### config.mk
export PLATFORM = sky130hd
export DESIGN_NAME = fetch_sequencer_flat
export DESIGN_NICKNAME = d
export VERILOG_FILES = /design/src/rtl/fetch_pkg.sv /design/src/rtl/fetch_sequencer_if.sv /design/src/rtl/fetch_skid_reg.sv /design/src/rtl/fetch_sequencer.sv /design/src/flat_wrapper.sv
export SDC_FILE = /design/constraint.sdc
export NUM_CORES = 1
export LEC_CHECK = 0
export ABC_AREA = 1
export ABC_CLOCK_PERIOD_IN_PS = 5100
export CORE_MARGIN = 2
export CORE_UTILIZATION = 47
export CTS_CLUSTER_DIAMETER = 120
export DETAILED_ROUTE_END_ITERATION = 7
export PLACE_DENSITY = 0.83
export SLEW_MARGIN = 5
export SYNTH_ARGS = -nofsm -noshare
export SYNTH_HDL_FRONTEND = slang
export SYNTH_SLANG_ARGS = --single-unit
### constraint.sdc
create_clock -name clk -period 5.1 [get_ports clk]
set_clock_uncertainty 0.2 [all_clocks]
set_input_delay 1.02 -clock clk [delete_from_list [all_inputs] [get_ports clk]]
set_output_delay 1.02 -clock clk [all_outputs]
set_load 0.02 [all_outputs]
### src/rtl/fetch_pkg.sv
// rtl/fetch_pkg.sv - shared types and constants for the fetch sequencer
package fetch_pkg;

   typedef enum logic [1:0] {ISSUE, WAIT, HOLD, KILL} fetch_state_t;

   localparam logic [31:0] INSTR_BYTES   = 32'd4;
   localparam logic [31:0] PC_ALIGN_MASK = 32'hFFFF_FFFC;

   // Sequential successor; wraps modulo 2^32.
   function automatic logic [31:0] next_pc(input logic [31:0] pc);
      return pc + INSTR_BYTES;
   endfunction

endpackage

### src/rtl/fetch_sequencer_if.sv
// rtl/fetch_sequencer_if.sv - instruction memory request/response bus
interface fetch_sequencer_if;
   logic        imem_req;
   logic [31:0] imem_addr;
   logic        imem_ack;
   logic [31:0] imem_rdata;

   modport master (output imem_req, output imem_addr, input imem_ack, input imem_rdata);
   modport slave  (input imem_req, input imem_addr, output imem_ack, output imem_rdata);
endinterface

### src/rtl/fetch_skid_reg.sv
// rtl/fetch_skid_reg.sv - 32-bit load/hold register buffering a word caught during a stall
module fetch_skid_reg (
   input  logic        clk,
   input  logic        reset,
   input  logic        load_i,
   input  logic [31:0] d_i,
   output logic [31:0] q_o
);
   logic [31:0] data_q;

   always_ff @(posedge clk or posedge reset) begin
      if (reset) begin
         data_q <= '0;
      end else if (load_i) begin
         data_q <= d_i;
      end
   end

   assign q_o = data_q;
endmodule

### src/rtl/fetch_sequencer.sv
// rtl/fetch_sequencer.sv - fetch PC owner driving a one-outstanding instruction memory into IF/ID
module fetch_sequencer
   import fetch_pkg::*;
#(
   parameter logic [31:0] RESET_PC = 32'h0000_0000
) (
   input  logic                     clk,
   input  logic                     reset,
   input  logic                     stall_i,
   input  logic                     redirect_valid_i,
   input  logic [31:0]              redirect_pc_i,
   fetch_sequencer_if.master        imem,
   output logic [31:0]              pc_o,
   output logic                     if_valid_o,
   output logic [31:0]              if_instr_o,
   output logic [31:0]              if_pc_o
);
   fetch_state_t state_q, state_d;
   logic [31:0]  pc_q, pc_d;
   logic         if_valid_q, if_valid_d;
   logic [31:0]  if_instr_q, if_instr_d;
   logic [31:0]  if_pc_q, if_pc_d;
   logic         skid_load;
   logic [31:0]  skid_q;

   fetch_skid_reg u_skid (
      .clk    (clk),
      .reset  (reset),
      .load_i (skid_load),
      .d_i    (imem.imem_rdata),
      .q_o    (skid_q)
   );

   always_ff @(posedge clk or posedge reset) begin
      if (reset) begin
         state_q    <= ISSUE;
         pc_q       <= RESET_PC;
         if_valid_q <= 1'b0;
         if_instr_q <= '0;
         if_pc_q    <= '0;
      end else begin
         state_q    <= state_d;
         pc_q       <= pc_d;
         if_valid_q <= if_valid_d;
         if_instr_q <= if_instr_d;
         if_pc_q    <= if_pc_d;
      end
   end

   always_comb begin
      state_d    = state_q;
      pc_d       = pc_q;
      if_valid_d = if_valid_q;
      if_instr_d = if_instr_q;
      if_pc_d    = if_pc_q;
      skid_load  = 1'b0;

      if (redirect_valid_i) begin
         // Redirect beats stall and ack; an in-flight request must still drain in KILL.
         pc_d       = redirect_pc_i & PC_ALIGN_MASK;
         if_valid_d = 1'b0;
         case (state_q)
            WAIT:    state_d = imem.imem_ack ? ISSUE : KILL;
            KILL:    state_d = imem.imem_ack ? ISSUE : KILL;
            default: state_d = ISSUE;
         endcase
      end else begin
         case (state_q)
            ISSUE: begin
               state_d = WAIT;
               if (!stall_i) if_valid_d = 1'b0;
            end
            WAIT: begin
               if (imem.imem_ack) begin
                  if (stall_i) begin
                     skid_load = 1'b1;
                     state_d   = HOLD;
                  end else begin
                     if_instr_d = imem.imem_rdata;
                     if_pc_d    = pc_q;
                     if_valid_d = 1'b1;
                     pc_d       = next_pc(pc_q);
                     state_d    = ISSUE;
                  end
               end else if (!stall_i) begin
                  if_valid_d = 1'b0;
               end
            end
            HOLD: begin
               if (!stall_i) begin
                  if_instr_d = skid_q;
                  if_pc_d    = pc_q;
                  if_valid_d = 1'b1;
                  pc_d       = next_pc(pc_q);
                  state_d    = ISSUE;
               end
            end
            KILL: begin
               if (imem.imem_ack) state_d = ISSUE;
               if (!stall_i) if_valid_d = 1'b0;
            end
            default: state_d = ISSUE;
         endcase
      end
   end

   assign imem.imem_req  = (state_q == ISSUE) & ~redirect_valid_i;
   assign imem.imem_addr = pc_q;
   assign pc_o           = pc_q;
   assign if_valid_o     = if_valid_q;
   assign if_instr_o     = if_instr_q;
   assign if_pc_o        = if_pc_q;

   // A response with nothing outstanding is a memory protocol violation.
   ack_only_when_outstanding: assert property (@(posedge clk) disable iff (reset)
      !(imem.imem_ack && (state_q == ISSUE || state_q == HOLD)));

endmodule
### src/flat_wrapper.sv
// flat-port wrapper written by rule: the top's interface ports become plain ports
module fetch_sequencer_flat import fetch_pkg::*;
#(
   parameter logic [31:0] RESET_PC = 32'h0000_0000
)
  (clk, reset, stall_i, redirect_valid_i, redirect_pc_i, pc_o, if_valid_o, if_instr_o, if_pc_o, imem_imem_req, imem_imem_addr, imem_imem_ack, imem_imem_rdata);
  fetch_sequencer_if imem_i ();
  input  logic clk;
  input  logic reset;
  input  logic stall_i;
  input  logic redirect_valid_i;
  input  logic [31:0] redirect_pc_i;
  output logic [31:0] pc_o;
  output logic if_valid_o;
  output logic [31:0] if_instr_o;
  output logic [31:0] if_pc_o;
  output wire logic [$bits(imem_i.imem_req)-1:0] imem_imem_req;
  output wire logic [$bits(imem_i.imem_addr)-1:0] imem_imem_addr;
  input wire logic [$bits(imem_i.imem_ack)-1:0] imem_imem_ack;
  input wire logic [$bits(imem_i.imem_rdata)-1:0] imem_imem_rdata;
  assign imem_imem_req = imem_i.imem_req;
  assign imem_imem_addr = imem_i.imem_addr;
  assign imem_i.imem_ack = imem_imem_ack;
  assign imem_i.imem_rdata = imem_imem_rdata;
  fetch_sequencer #(.RESET_PC(RESET_PC)) u_core (.clk(clk), .reset(reset), .stall_i(stall_i), .redirect_valid_i(redirect_valid_i), .redirect_pc_i(redirect_pc_i), .imem(imem_i), .pc_o(pc_o), .if_valid_o(if_valid_o), .if_instr_o(if_instr_o), .if_pc_o(if_pc_o));
endmodule
==> Word level (Yosys, flattened, before mapping) <==
Cells that the tools add are included.
{ "word_totals": {"register_bits": 131, "output_inout_bits": 130} }
{ "classes": {"add_sub_neg": 1, "eq_ne": 9, "muxes": 28, "bitwise_logic": 2, "reduce_logical": 9} }
{ "ops": {"columns": ["op", "count"], "rows": [
  ["$mux 32", 8],
  ["$pmux 32 s2", 3],
  ["$add 32x3->32 const B", 1],
  ["$mux 2", 7],
  ["$ne 3x3->1 const B", 3],
  ["$mux 1", 8],
  ["$pmux 2 s4", 1],
  ["$ne 2x2->1 const B", 3],
  ["$reduce_and 3->1", 2],
  ["$reduce_and 5->1", 1],
  ["$eq 2x2->1 const B", 2],
  ["$reduce_or 2->1", 2],
  ["$pmux 1 s3", 1],
  ["$reduce_bool 3->1", 1],
  ["$eq 2x1->1 const B", 1],
  ["$logic_not 2->1", 1],
  ["$reduce_and 2->1", 1],
  ["$reduce_bool 2->1", 1],
  ["$and 1x1->1", 1],
  ["$not 1->1", 1]
]} }

==> Depth between registers and ports, before layout <==
{ "logic_depth": {"word_depth": 5, "ltp_mapped": 10} }

==> Cells and area by module <==
A second synthesis with hierarchy kept.
{ "hier_totals": {"cells_unflattened": 903, "hier_area_um2": 6905.4} }
{ "by_module_without_submodules": {"columns": ["module", "n_inst", "cells_each", "area_per_inst_um2", "seq_area_each_um2"], "rows": [
  ["fetch_sequencer", 1, 766, 5609.1, 2377.3],
  ["fetch_skid_reg", 1, 137, 1296.2, 800.8]
]} }

==> Worst setup path before layout <==
OpenSTA, ideal clock, no wires.
{ "synth_path": {"path_kind": "input port to output port", "start": "input port redirect_valid_i", "end": "output port imem_imem_req", "arrival_ps": 1749, "t_required_ps": 3880, "slack_ps": 2131, "cell_stages": 3, "path_buffers": 2, "cell_sequence": "buf_2 > clkbuf_1 > nor2_1"} }
{ "synth_between": {"elab_chain_len": 2} }
{ "synth_lines": {"columns": ["item", "line_no", "source"], "rows": [
  ["from (decl)", "flat_wrapper.sv:11", "input logic redirect_valid_i;"],
  ["$not 1->1 (no line)", null, null],
  ["$and 1x1->1", "fetch_sequencer.sv:107", "assign imem.imem_req = (state_q == ISSUE) & ~redirect_valid_i;"],
  ["to (decl)", "flat_wrapper.sv:17", "output wire logic [$bits(imem_i.imem_req)-1:0] imem_imem_req;"]
]} }
Every way passes these cells.

==> Worst setup path after layout <==
Same ends and word-level chain as after synthesis.

==> metrics.md <==
| Metric | Value |
|---|---|
| N_diodes | 0 |
| Setup Viol. Count Final | 0 |
| Status | finished clean |
| Initial DRC count | 436 |
| Post-synth EDFFs | 0 |
| Distinct cells, synth | 34 |
| Reg2Reg Depth | 10 |
| CTS tree | built |
| Drt total wl | 16.8 mm |
| CTS Hold Buffers Added | 0 |
| Nets@finish | between 1,000 and 1,500 |
| H-Tree Depth | 4 |
| FF+latch count, synth | ~130 |
| Routability congestion estimate | around 0.9 |
| Xor/xnor share of the synthesized area | 0.135% |
| Hold Crit Start | u_core.if_pc_o[4]$_DFFE_PP0P_ |
| Final Max Tran Viols | 0 |
| PD cells | between 500 and 600 nW/um2 |
| Core Region | 13,400 um2 |
| Vias/cell | 5.08 |
| Antenna violations before repair | 0 |
| Hold Violations, Final | 0 |
| Reg-to-reg critical path endpoint | u_core.imem.imem_addr[7]$_DFFE_PP0P_ |
| Syn Inst Count | 848 |
| Global-route wire length before repair | 27.1 mm |
| Simple-Gate Fraction of Synth Area | 26.0% |
| Num CTS Buffers | 17 |
| Hold depth | 2 |
| Port bufs | 190 |
| Die width | about 120 um |
| CTS Buffer Depth | 2 |
| P&R area growth vs syn | 36.1% |
| DIE HEIGHT | 122 um |
| Ys async rst share | 100% |
| RSZ-0062 raised after global routing | no |
| Critical path arrival | 2260 ps |
| Main synth FF type | dfrtp_1 |
| # Max-Cap Violations | 0 |
| GRT Total Usage | a little under a quarter |
| Top Ports | 199 |
| Max_slew headroom | a little under a third |
| Clock latency on the worst-skew pair | 410 ps |
| Kind of critical path | input port to output pin |
| Row cnt | 42 |
| Pin count of the biggest net entering global routing | 68 |
| Multiplexer area fraction after synthesis | 0% |
| Minimum clock period | 3480 ps |
| Via count | between 6,000 and 7,000 |
| Root Buffer | clkbuf_16 |
| Antenna Nets Post-Route | 0 |
| CP required | 3880 ps |
| Reg-to-reg slack, setup | between 2000 and 2500 ps |
| WHS Endpoint | u_core.if_pc_o[4]$_DFFE_PP0P_ |
| Post-CTS Setup Bufs | 0 |
| Worst-path clk slew | around 50 ps |
| P_leak | 4.08 nW |
| Final setup TNS | 0 ps |
| CP Launch Point | redirect_valid_i |
| Critical Path Sink Type | output pin |
| Period utilization | 68.2% |
| Hold Path Class | register to register |
| Routed length per instance | between 10 and 15 um |
| Max Fclk | 288 MHz |
| Crit Reg-Reg Startpoint | u_core.state_q[0]$_DFFE_PP0P_ |
| Post-Syn Area | 6510 um2 |
| Share of layout cells above drive strength 1 | 5.05% |
| GRT overflow | 0 |
| Worst IR Drop VDD | 347 uV |
| Initial Util | 48.6% |
| Seq/Total Area, Yosys | between 40% and 50% |
| Post-Syn Area per Cell | 7.67 um2 |
| Dpl hpwl | 11.6 mm |
| Compound-gate portion of the synthesized area | 12.3% |
| Main combinational cell family by area after synthesis | simple AND/OR/NAND/NOR gates |
| Number of global-route vias before repair | 5,461 |
| Adder-cell share of the synthesized area | less than 1% |
| First-pass iteration count of the detailed router | 5 |
| Startpoint Class | input port |
| Final worst setup slack | 1620 ps |
| Worst-Margin Slew | approximately 1000 ps |
| Die ar. | 14,800 um2 |
| # resized after CTS | 0 |
| Pre-CTS WS | 1470 ps |
| Largest fanout on the critical path | 2 |
| Remaining DRCs | 0 |
| Clock Sinks | 127 |
| Warnings from Yosys | 0 |
==> worst max-delay path: stages <==
cell             delay, ps
clkdlybuf4s50_1        420
nor2_1                 180
clkdlybuf4s50_1        640
==> metal layers <==
metal  GRT usage, %  up-vias  share of wire (%)
met5              0        -                  0
met4           9.12        0                2.1
met3           4.45       35                6.2
met2           37.1      223                 48
met1           31.8     2801                 44
li1               -     2955                  -
==> cell families after synthesis <==
kind of cell / Yosys count
XOR/XNOR: 1
flip-flops: 127
other: 1
adder cells (fa/ha/maj): 5
AO/OA/AOI/OAI: 152
buffers and inverters: 152
AND/OR/NAND/NOR: 410
==> sequential cells by signal, summed over array words and instances (netlist names) <==
| signal | cells |
|---|---|
| u_core.u_skid.q_o | 32 |
| u_core.imem.imem_addr | 30 |
| u_core.if_instr_o | 32 |
| u_core.if_pc_o | 30 |
| u_core.if_valid_o | 1 |
| u_core.state_q | 2 |
==> per-stage QoR <==
stage                     utilization [%]  hold WS, ps  cell area, um2  power (mW)  instances
after floorplan                         -          253            6530        3.08        853
after global placement               61.6          264            8250        3.94       1153
after detailed placement             61.6          266            8250        4.01       1153
after CTS                            66.1          280            8850        5.26       1185
after global routing                 66.1          303            8850        5.55       1185
final                                66.1          277            8850        5.22       1185
==> how the worst max path moves through the flow <==
stage | endpoint | depth (start not counted) | slack (ps)
2_1_floorplan | u_core.if_instr_o[0]$_DFFE_PP0P_ | 1 | 500
3_3_place_gp | u_core.u_skid.q_o[12]$_DFFE_PP0P_ | 5 | 1570
3_5_place_dp | u_core.u_skid.q_o[0]$_DFFE_PP0P_ | 5 | 1470
4_1_cts | imem_imem_req | 3 | 1610
5_1_grt | u_core.u_skid.q_o[1]$_DFFE_PP0P_ | 5 | 1560
6_report | imem_imem_req | 3 | 1620
==> where the power goes <==
group / internal, mW / total, mW / switching, mW / leakage, nW
clock: 0.794 / 1.23 / 0.437 / 0.280
combinational: 0.979 / 2.24 / 1.26 / 2.28
sequential: 1.43 / 1.75 / 0.316 / 1.52
==> synthesized netlist by cell type, types with 3 or more instances <==
library cell / n / area [um2]
nand2_1: 201 / 754
nor2_1: 145 / 544
dfrtp_1: 127 / 3180
inv_1: 78 / 293
a21oi_1: 73 / 365
nand3_1: 44 / 220
buf_4: 39 / 293
o21ai_0: 39 / 195
o21ai_1: 25 / 125
buf_2: 14 / 70.1
clkbuf_1: 13 / 48.8
o211ai_1: 8 / 60.1
ha_1: 5 / 62.6
buf_6: 4 / 45.0
nor2_2: 4 / 25.0
and2_1: 3 / 18.8
nand4_1: 3 / 18.8
==> cells in the final DEF (no fill, tap or decap), types with 6 or more instances in the layout <==
cell / instances
nand2_1: 201
clkdlybuf4s50_1: 190
nor2_1: 145
dfrtp_1: 127
inv_1: 77
a21oi_1: 73
nand3_1: 43
o21ai_0: 39
o21ai_1: 25
clkbuf_16: 17
o211ai_1: 8
conb_1: 6
==> layout make-up <==
cell class | count | area (um2)
Inverter | 80 | 303
Tap cell | 176 | 220
Sequential cell | 127 | 3180
Multi-Input combinational cell | 574 | 2590
Clock buffer | 23 | 468
Timing Repair Buffer | 196 | 1960
Fill cell | 1121 | 4550
Clock inverter | 9 | 134
Power figures use the tool's default switching activity.
